## config.mk

```make
export PLATFORM = sky130hd
export DESIGN_NAME = control_unit
export DESIGN_NICKNAME = d
export VERILOG_FILES = /design/src/rtl/control_unit.sv
export SDC_FILE = /design/constraint.sdc
export NUM_CORES = 1
export LEC_CHECK = 0
export BUFFER_PORTS_ARGS = -buffer_cell sky130_fd_sc_hd__clkbuf_2
export CAP_MARGIN = 20
export CORE_UTILIZATION = 45
export CTS_CLUSTER_DIAMETER = 40
export DETAILED_ROUTE_END_ITERATION = 8
export GPL_TIMING_DRIVEN = 0
export HOLD_SLACK_MARGIN = 0.12
export PLACE_DENSITY = 0.72
export RECOVER_POWER = 50
export SLEW_MARGIN = 30
export SYNTH_ARGS = -nofsm -noshare
export SYNTH_HDL_FRONTEND = slang
export SYNTH_SLANG_ARGS = --single-unit
```

## constraint.sdc

```tcl
create_clock -name clk -period 3.6 [get_ports clk]
set_input_delay 0.36 -clock clk [delete_from_list [all_inputs] [get_ports clk]]
set_output_delay 0.36 -clock clk [all_outputs]
set_load 0.05 [all_outputs]
```

## src/rtl/control_unit.sv

```systemverilog
// control_unit: ID-stage instruction decode plus hazard control for data_path.
// A 4-bit opcode is decoded combinationally into the cu_* control word.
// A registered FSM and a shifting destination scoreboard replace the control
// word with a bubble on RAW hazards, during the branch resolve window and
// after HALT. They also drive stall/flush for the PC and the IF/ID register.
module control_unit #(
    parameter int unsigned BR_BUBBLES = 3,
    parameter int unsigned SB_DEPTH   = 3
) (
    input  logic        clk,
    input  logic        rst_n,
    input  logic [3:0]  id_opcode,
    input  logic [2:0]  id_src1,
    input  logic [2:0]  id_src2,
    input  logic [2:0]  id_dest,
    input  logic        m_branch_en,
    output logic        cu_reg_load,
    output logic        cu_alu_sel_b,
    output logic [10:0] cu_alu_opcode,
    output logic        cu_dm_wea,
    output logic        cu_reg_data_loc,
    output logic [1:0]  cu_branch,
    output logic        cu_stall,
    output logic        cu_flush,
    output logic        halted
);

    localparam int unsigned CNT_W = (BR_BUBBLES > 1) ? $clog2(BR_BUBBLES) : 1;

    // Opcode map
    localparam logic [3:0] OP_NOP  = 4'h0;
    localparam logic [3:0] OP_ADD  = 4'h1;
    localparam logic [3:0] OP_SUB  = 4'h2;
    localparam logic [3:0] OP_AND  = 4'h3;
    localparam logic [3:0] OP_OR   = 4'h4;
    localparam logic [3:0] OP_XOR  = 4'h5;
    localparam logic [3:0] OP_NOT  = 4'h6;
    localparam logic [3:0] OP_SLA  = 4'h7;
    localparam logic [3:0] OP_SRA  = 4'h8;
    localparam logic [3:0] OP_LI   = 4'h9;
    localparam logic [3:0] OP_LW   = 4'hA;
    localparam logic [3:0] OP_SW   = 4'hB;
    localparam logic [3:0] OP_BIZ  = 4'hC;
    localparam logic [3:0] OP_BNZ  = 4'hD;
    localparam logic [3:0] OP_JMP  = 4'hE;
    localparam logic [3:0] OP_HALT = 4'hF;

    // One-hot ALU operation bits
    localparam logic [10:0] ALU_ADD   = 11'h001;
    localparam logic [10:0] ALU_SUB   = 11'h002;
    localparam logic [10:0] ALU_AND   = 11'h004;
    localparam logic [10:0] ALU_OR    = 11'h008;
    localparam logic [10:0] ALU_XOR   = 11'h010;
    localparam logic [10:0] ALU_NOT   = 11'h020;
    localparam logic [10:0] ALU_SLA   = 11'h040;
    localparam logic [10:0] ALU_SRA   = 11'h080;
    localparam logic [10:0] ALU_PASSB = 11'h100;

    typedef enum logic [1:0] {
        S_RUN     = 2'd0,
        S_BR_WAIT = 2'd1,
        S_HALTED  = 2'd2
    } state_t;

    state_t                     state;
    logic [CNT_W-1:0]           cnt;
    logic [SB_DEPTH-1:0]        sb_valid;
    logic [SB_DEPTH-1:0][2:0]   sb_dest;

    // Decoded control word of the ID instruction, before bubble insertion
    logic        dec_reg_load;
    logic        dec_alu_sel_b;
    logic [10:0] dec_alu_opcode;
    logic        dec_dm_wea;
    logic        dec_reg_data_loc;
    logic [1:0]  dec_branch;
    logic        dec_is_branch;
    logic        dec_is_halt;
    logic        use_src1;
    logic        use_src2;

    logic        hazard;
    logic        issue;

    // Opcode decode into control word and source-usage flags
    always_comb begin
        dec_reg_load     = 1'b0;
        dec_alu_sel_b    = 1'b0;
        dec_alu_opcode   = '0;
        dec_dm_wea       = 1'b0;
        dec_reg_data_loc = 1'b0;
        dec_branch       = 2'b00;
        dec_is_branch    = 1'b0;
        dec_is_halt      = 1'b0;
        use_src1         = 1'b0;
        use_src2         = 1'b0;
        unique case (id_opcode)
            OP_NOP: ;
            OP_ADD, OP_SUB, OP_AND, OP_OR, OP_XOR, OP_SLA, OP_SRA: begin
                dec_reg_load = 1'b1;
                use_src1     = 1'b1;
                use_src2     = 1'b1;
                unique case (id_opcode)
                    OP_ADD:  dec_alu_opcode = ALU_ADD;
                    OP_SUB:  dec_alu_opcode = ALU_SUB;
                    OP_AND:  dec_alu_opcode = ALU_AND;
                    OP_OR:   dec_alu_opcode = ALU_OR;
                    OP_XOR:  dec_alu_opcode = ALU_XOR;
                    OP_SLA:  dec_alu_opcode = ALU_SLA;
                    default: dec_alu_opcode = ALU_SRA;
                endcase
            end
            OP_NOT: begin
                dec_reg_load   = 1'b1;
                dec_alu_opcode = ALU_NOT;
                use_src1       = 1'b1;
            end
            OP_LI: begin
                dec_reg_load   = 1'b1;
                dec_alu_sel_b  = 1'b1;
                dec_alu_opcode = ALU_PASSB;
            end
            OP_LW: begin
                dec_reg_load     = 1'b1;
                dec_alu_sel_b    = 1'b1;
                dec_alu_opcode   = ALU_ADD;
                dec_reg_data_loc = 1'b1;
                use_src1         = 1'b1;
            end
            OP_SW: begin
                dec_alu_sel_b  = 1'b1;
                dec_alu_opcode = ALU_ADD;
                dec_dm_wea     = 1'b1;
                use_src1       = 1'b1;
                use_src2       = 1'b1;
            end
            OP_BIZ, OP_BNZ: begin
                dec_alu_opcode = ALU_SUB;
                dec_branch     = (id_opcode == OP_BIZ) ? 2'b01 : 2'b10;
                dec_is_branch  = 1'b1;
                use_src1       = 1'b1;
            end
            OP_JMP: begin
                dec_branch    = 2'b11;
                dec_is_branch = 1'b1;
            end
            OP_HALT: dec_is_halt = 1'b1;
            default: ;
        endcase
    end

    // RAW check of used sources against every valid in-flight destination
    always_comb begin
        hazard = 1'b0;
        for (int unsigned i = 0; i < SB_DEPTH; i++) begin
            if (sb_valid[i] &&
                ((use_src1 && (sb_dest[i] == id_src1)) ||
                 (use_src2 && (sb_dest[i] == id_src2)))) begin
                hazard = 1'b1;
            end
        end
    end

    assign issue = (state == S_RUN) && !hazard;

    // Bubble insertion and pipeline hold/squash control
    always_comb begin
        cu_reg_load     = 1'b0;
        cu_alu_sel_b    = 1'b0;
        cu_alu_opcode   = '0;
        cu_dm_wea       = 1'b0;
        cu_reg_data_loc = 1'b0;
        cu_branch       = 2'b00;
        cu_stall        = 1'b0;
        cu_flush        = 1'b0;
        if (issue) begin
            cu_reg_load     = dec_reg_load;
            cu_alu_sel_b    = dec_alu_sel_b;
            cu_alu_opcode   = dec_alu_opcode;
            cu_dm_wea       = dec_dm_wea;
            cu_reg_data_loc = dec_reg_data_loc;
            cu_branch       = dec_branch;
            // The branch issue cycle already holds the fetch of its successor
            cu_stall        = dec_is_branch;
        end else begin
            cu_stall = 1'b1;
        end
        cu_flush = (state == S_BR_WAIT) && m_branch_en;
    end

    // FSM, branch bubble counter, halted flag and destination scoreboard
    always_ff @(posedge clk) begin
        if (!rst_n) begin
            state    <= S_RUN;
            cnt      <= '0;
            sb_valid <= '0;
            sb_dest  <= '0;
            halted   <= 1'b0;
        end else begin
            for (int unsigned i = SB_DEPTH - 1; i > 0; i--) begin
                sb_valid[i] <= sb_valid[i-1];
                sb_dest[i]  <= sb_dest[i-1];
            end
            sb_valid[0] <= issue && dec_reg_load;
            sb_dest[0]  <= id_dest;

            unique case (state)
                S_RUN: begin
                    if (issue && dec_is_branch) begin
                        state <= S_BR_WAIT;
                        cnt   <= CNT_W'(BR_BUBBLES - 1);
                    end else if (issue && dec_is_halt) begin
                        state  <= S_HALTED;
                        halted <= 1'b1;
                    end
                end
                S_BR_WAIT: begin
                    if (cnt == '0) begin
                        state <= S_RUN;
                    end else begin
                        cnt <= cnt - 1'b1;
                    end
                end
                S_HALTED: halted <= 1'b1;
                default:  state <= S_RUN;
            endcase
        end
    end

endmodule

```

==> results of run 1 <==
[routing by layer]
metal / GRT usage [%] / vias to the layer above / routed length [um]
li1: - / 509 / -
met1: 23.5 / 436 / 1120
met2: 36.3 / 30 / 1150
met3: 2.63 / 4 / 93
met4: 4.95 / 0 / 24
met5: 0 / - / 0
[cell type report]
cell class | count | share of cell area (%)
plain buffers | 9 | 5.42
clock buffers | 4 | 1.96
inverters | 5 | 1.40
multi-input cells | 97 | 51.9
flip-flops and latches | 17 | 25.4
well taps | 28 | 2.62
repair buffers | 31 | 11.3
[cell usage in the layout (no fill, tap or decap)]
master	count
buf_4	2
or2_2	1
nor4_2	2
nand2_1	7
buf_6	4
a221o_1	1
dfxtp_1	17
clkbuf_1	6
nor4_1	1
a221oi_1	1
a22oi_1	1
o21bai_2	1
nor3_2	7
a211oi_1	2
nor2_1	7
nand2b_1	4
ha_1	1
nand3_1	2
a31oi_1	4
xor2_1	2
o21bai_1	1
a2111oi_4	1
clkbuf_2	28
nor3b_1	1
nor2_4	1
nand4_1	7
conb_1	2
and2_0	4
o21a_1	1
inv_1	5
buf_2	1
a21oi_1	2
xnor2_1	18
nor3_1	6
clkbuf_4	3
and2_1	9
[stage by stage]
stage          instance area (um^2)  utilization [%]  hold slack, ns  power, uW
6_report                       1340             58.8           0.277        475
5_1_grt                        1340             58.8           0.275        500
4_1_cts                        1340             59.0           0.273        477
3_5_place_dp                   1320             57.8           0.460        378
3_3_place_gp                   1320             57.8           0.456        373
2_1_floorplan                  1130                -           0.439        340
[worst max path at each step]
| stage | slack (ns) | cells after the start | endpoint |
|---|---|---|---|
| 2_1_floorplan | 0.42 | 7 | cu_alu_opcode[2] |
| 3_3_place_gp | 1.23 | 10 | cu_alu_opcode[7] |
| 3_5_place_dp | 1.20 | 10 | cu_dm_wea |
| 4_1_cts | 1.15 | 8 | cu_dm_wea |
| 5_1_grt | 1.05 | 8 | cu_reg_data_loc |
| 6_report | 1.16 | 8 | cu_dm_wea |
[registers in the layout, indices dropped and copies added (netlist names)]
register and count:
halted 1, sb_valid 3, cnt 2, state 2, sb_dest 9
[where the power goes]
| part | leakage, uW | internal [uW] | switching [uW] |
|---|---|---|---|
| Clock | 0.0000150 | 42.9 | 58.5 |
| Combinational | 0.000384 | 57.5 | 110 |
| Sequential | 0.000140 | 198 | 7.78 |
| Total | 0.000538 | 299 | 176 |
[cells by family (layout without fill, tap and decap cells)]
family                   count (synthesis)  in the layout
AND/OR/NAND/NOR                         59             59
XOR/XNOR                                20             20
adder cells (fa/ha/maj)                  1              1
flip-flops                              17             17
other                                    1              2
buffers and inverters                   14             49
AO/OA/AOI/OAI                           15             15
==> flow_summary.yaml, run 1 <==
run_status:
  status: "complete, no violations"
cts:
  clock_latency_ns: 0.28
  clockBufferDepth: 2
  htree_levels: 1
  clock-sinks: 17
  cts_setup_buffers: 0
  clk_pin_slew_ns: 0.10
  cts_tree: "built"
  cts_hold_buf: 0
  cts-resized-gates: 0
  cts_buffers: 3
  clockRootBuffer: "clkbuf_4"
timing:
  rsz0062_at_grt: "no"
  fin_skew_ns: 0.000694
  final-hold-violation-count: 0
  max_freq_ghz: 0.409
  tightest_slew_ns: 0.587
  setup_viol: 0
  fin_crit_sh_pct: 67.9
  tns_ns: 0
  slew_viol_final: 0
  min_period_ns: 2.44
  maxSlewHeadroom_pct: 61.0
  worst_slack_ns: 1.16
synth:
  synthArstFlopShare_pct: 0
  synth_area_leaders: "dfxtp_1, xnor2_1, and2_1, nor3_2, buf_6"
  syn-cell-area_um2: 1120
  ys_warn_count: 0
  synth_top_family_by_area: "simple AND/OR/NAND/NOR gates"
  synth_xor_area_share_pct: 15.6
  synth_edf_count: 0
  yosys.area_share.simple_pct: 32.9
  netlist_top_cells_count: "xnor2_1, dfxtp_1, and2_1"
  synth_seq_cells: 17
  yosysTopAreaCell: "dfxtp_1"
  synth.area.mux_share_pct: 0
  synth_compound_gate_area_share_pct: 11.6
  yosysTopAreaCellShare_pct: 30.3
  synthCells: 127
  synth_fa_ha_area_share_pct: 1.11
  post-synth-top-count-cell: "xnor2_1"
  syn_avg_cell_area_um2: 8.84
  synth.distinct_cells: 33
  synthFlopType: "dfxtp_1"
  synth-seq-area-share_pct: 30.3
global_routing:
  track_usage_pct: 19.7
  grt_max_degree: 11
  grt_pass1_wl_um: 4040
  grt_pass1_vias: 962
  globalRouteOverflowTotal: 0
  antenna_found_initial: 0
die:
  die_h_um: 51.9
  core_um2: 2280
  num_rows: 17
  io-pin-count: 36
  start_util_pct: 49.3
  fp.dieW_um: 51.9
  die_area_um2: 2700
finish:
  nFillCells: 213
  register_area_um2: 340
  fin_nets: 181
  antenna_cells: 0
  multiInputGateArea_um2: 694
  drive_gt1_share_pct: 31.3
  instances_no_fill: 191
  areaGrowthSynthToFinish_pct: 19.3
routing:
  vias_per_cell: 5.13
  post_drt_wl_per_cell_um: 12.5
  dr.first_iter.drc_count: 17
  wl_um: 2390
  vias: 979
  ant_nets: 0
  firstDrtPassIters: 4
  drc: 0
min_path:
  holdPathEnd: "sb_dest[1]"
  hold_path_depth: 2
  hold_start: "id_dest[1]"
  hp-class: "in -> reg"
setup_path:
  r2r_start: "sb_dest[0]"
  crit_arrival_ns: 2.08
  r2r_setup_slack_ns: 2.01
  r2r_cells: 6
  cp_cell_sequence: "xnor2_1 -> nand4_1 -> nand3_1 -> a221o_1 -> buf_6 -> buf_6 -> nor3_2 -> clkbuf_2"
  slowest_stage: "dfxtp_1"
  end_kind: "primary output"
  critical-path-top-delay-family: "buffers and inverters"
  startpoint_type: "flip-flop"
  required_ns: 3.24
  cp-startpoint: "sb_dest[0]"
  cp_num_buf_inv: 3
  critical_path_class: "reg -> out"
  worst-path-max-fanout: 10
  slowest_delay_ns: 0.41
  rr_endpoint: "sb_valid[0]"
  crit_top_cell: "buf_6"
pwr:
  power_density_nw_per_um2: 355
  max-vdd-ir-drop_v: 0.000267
  p_leak_uw: 0.000538
run:
  cap_violations: 0
placed_design:
  dp_cells: 187
  dp_slack_ns: 1.20
  routabilityCongestion: 0.859
  io_buffers: 31
  dp_hpwl_um: 1890
No activity file was read; power rests on OpenSTA's default activity.
==> run 2, diff against run 1 <==
- ABC_AREA: not set -> 1
- CORE_ASPECT_RATIO: not set -> 0.5
- PLACE_DENSITY: 0.72 -> 0.74
- clock period: 3.6 -> 2.09 ns (I/O delays scaled with it)
==> run 2 against run 1 <==
  * Clock-buffer cell count down 1
  * Routed wire length increased by 11%
  * Die area grew 6.4%
  * Clock skew grew 0.0069 ns
  * Synthesized cell count rose by 62%
  * Critical path depth rose by 1
  * Combinational power increased by 73%
  * Sequential share of layout area is 2.8 points lower
  * Highest routed layer unchanged
  * Final cell count rose by 46%
  * Power is 87% higher
  * Largest power group unchanged
==> flow_summary.yaml, run 2 <==
run_status:
  status: "complete, no violations"
finish:
  nFillCells: 235
  reg.largest.list: "sb_dest x9, sb_valid x3"
  fin_nets: 262
  largest_register_ffs: 9
  layout_commonest_cell: "nand2_1"
  fin_area_um2: 1520
  top_register: "sb_dest"
  drive_gt1_share_pct: 25.4
  most-common-layout-cells: "nand2_1, inv_1, nor2_1"
  antenna_cells: 0
  areaGrowthSynthToFinish_pct: 27.2
global_routing:
  grt_pass1_vias: 1077
  grt_max_degree: 11
  globalRouteOverflowTotal: 0
  grt_pass1_wl_um: 4310
  track_usage_pct: 20.0
  antenna_found_initial: 0
setup_path:
  r2r_start: "sb_dest[3]"
  slowest_stage: "dfxtp_2"
  r2r_cells: 11
  slowest_delay_ns: 0.36
  worst-path-max-fanout: 7
  startpoint_type: "flip-flop"
  end_kind: "primary output"
  crit_arrival_ns: 1.79
  cp_cell_sequence: "inv_1 -> o21ai_0 -> nor2_1 -> nand2_1 -> nand3_2 -> nand2_4 -> nand3_4 -> a211oi_2 -> clkbuf_2"
  critical-path-top-delay-family: "simple AND/OR/NAND/NOR gates"
  critical_path_class: "reg -> out"
  required_ns: 1.88
  r2r_setup_slack_ns: 0.73
  rr_endpoint: "halted"
  cp_num_buf_inv: 2
cts:
  clock_latency_ns: 0.25
  clk_pin_slew_ns: 0.07
  cts_buffers: 3
  clockBufferDepth: 2
  clockRootBuffer: "clkbuf_8"
  clock-sinks: 17
  htree_levels: 1
  cts_tree: "built"
die:
  die_area_um2: 2870
  fp.dieW_um: 74.8
  start_util_pct: 50.5
  core_um2: 2360
  io-pin-count: 36
  die_h_um: 38.4
  num_rows: 12
placed_design:
  io_buffers: 33
  place_area_um2: 1410
  dp_hpwl_um: 2060
  routabilityCongestion: 0.835
synth:
  synthCells: 206
  yosysTopAreaCellShare_pct: 28.6
  synthArstFlopShare_pct: 0
  synthFlopType: "dfxtp_1"
  post-synth-top-count-cell: "nand2_1"
  ys_warn_count: 0
  syn_avg_cell_area_um2: 5.78
  synth_seq_cells: 17
  synth.distinct_cells: 27
  synth_edf_count: 0
  synth-seq-area-share_pct: 28.6
  netlist_top_cells_count: "nand2_1, inv_1, nor2_1"
  yosysTopAreaCell: "dfxtp_1"
  syn-cell-area_um2: 1190
  synth_area_leaders: "dfxtp_1, nand2_1, inv_1, nor2_1, a21oi_1"
min_path:
  hold_start: "id_dest[1]"
  holdPathEnd: "sb_dest[1]"
  hold_path_depth: 3
  hp-class: "in -> reg"
routing:
  dr.first_iter.drc_count: 59
  drc: 0
  firstDrtPassIters: 4
  vias: 1270
  ant_nets: 0
  vias_per_cell: 4.55
  wl_um: 2650
  post_drt_wl_per_cell_um: 9.51
timing:
  max_freq_ghz: 0.500
  min_period_ns: 2.00
  final-hold-violation-count: 0
  setup_viol: 0
  tightest_slew_ns: 0.589
  maxSlewHeadroom_pct: 60.9
  slew_viol_final: 0
  fin_skew_ns: 0.00756
  fin_crit_sh_pct: 95.6
run:
  cap_violations: 0
pwr:
  p_leak_uw: 0.000886
  max-vdd-ir-drop_v: 0.000334
  power_density_nw_per_um2: 585
  total_power_uw: 887
-- run 2: tightest hold or removal path, delay by kind of cell --
kind | cells | cell delay (ns)
and+or+nand+nor | 1 | 0.04
buffers and inverters | 2 | 0.11
-- run 2: stage by stage --
step / setup TNS [ns] / cells / setup WS (ns) / hold slack, ns / util [%]
6_report: 0 / 279 / 0.0911 / 0.136 / 64.3
5_1_grt: -0.0100 / 279 / -0.00757 / 0.124 / 64.3
4_1_cts: 0 / 279 / 0.0106 / 0.132 / 62.7
3_5_place_dp: 0 / 275 / 0.210 / 0.396 / 59.8
3_3_place_gp: 0 / 275 / 0.225 / 0.390 / 59.8
2_1_floorplan: -0.279 / 207 / -0.140 / 0.307 / -
-- run 2: layout make-up --
type                            instances  area (um^2)  share of cell area [%]
Timing Repair Buffer                   33          200                    13.2
Clock inverter                          1         5.00                   0.330
Buffer                                  3         18.8                    1.24
Sequential cell                        17          343                    22.6
Inverter                               40          155                    10.2
Clock buffer                            3         41.3                    2.73
Tap cell                               35         43.8                    2.89
Multi-Input combinational cell        147          708                    46.7
-- run 2: report_power, final --
part / switching (uW) / internal (uW)
clock: 112 / 132
combinational: 204 / 84.7
sequential: 11.9 / 342
total: 328 / 559
-- run 2: cell families after synthesis --
family	share of synthesized area, %
buffers and inverters	14.6
AO/OA/AOI/OAI	8.40
other	0.315
XOR/XNOR	0.735
adder cells (fa/ha/maj)	1.05
flip-flops	28.6
AND/OR/NAND/NOR	46.3
-- run 2: what timing repair did --
| action | CTS | global route |
|---|---|---|
| hold buffers | 0 | 0 |
| setup buffers | 0 | 0 |
| resized for setup | 9 | 28 |
| pin swaps | 0 | 3 |
| endpoints found under the setup margin | 9 | 15 |
-- run 2: how the worst max path moves through the flow --
stage	startpoint	to	depth (start not counted)
2_1_floorplan	sb_dest[3]	cu_alu_opcode[7]	8
3_3_place_gp	id_opcode[3]	cu_alu_opcode[6]	12
3_5_place_dp	id_opcode[3]	cu_alu_opcode[6]	12
4_1_cts	sb_dest[3]	cu_alu_opcode[6]	11
5_1_grt	sb_dest[8]	cu_alu_opcode[4]	12
6_report	sb_dest[3]	cu_alu_opcode[1]	9
-- run 2: layer usage --
metal	vias to the layer above	global-route usage, %	wire length [um]
met3	2	4.21	124
met2	35	36.9	1170
met4	0	4.25	17
met1	542	24.3	1340
met5	-	0	0
li1	691	-	-
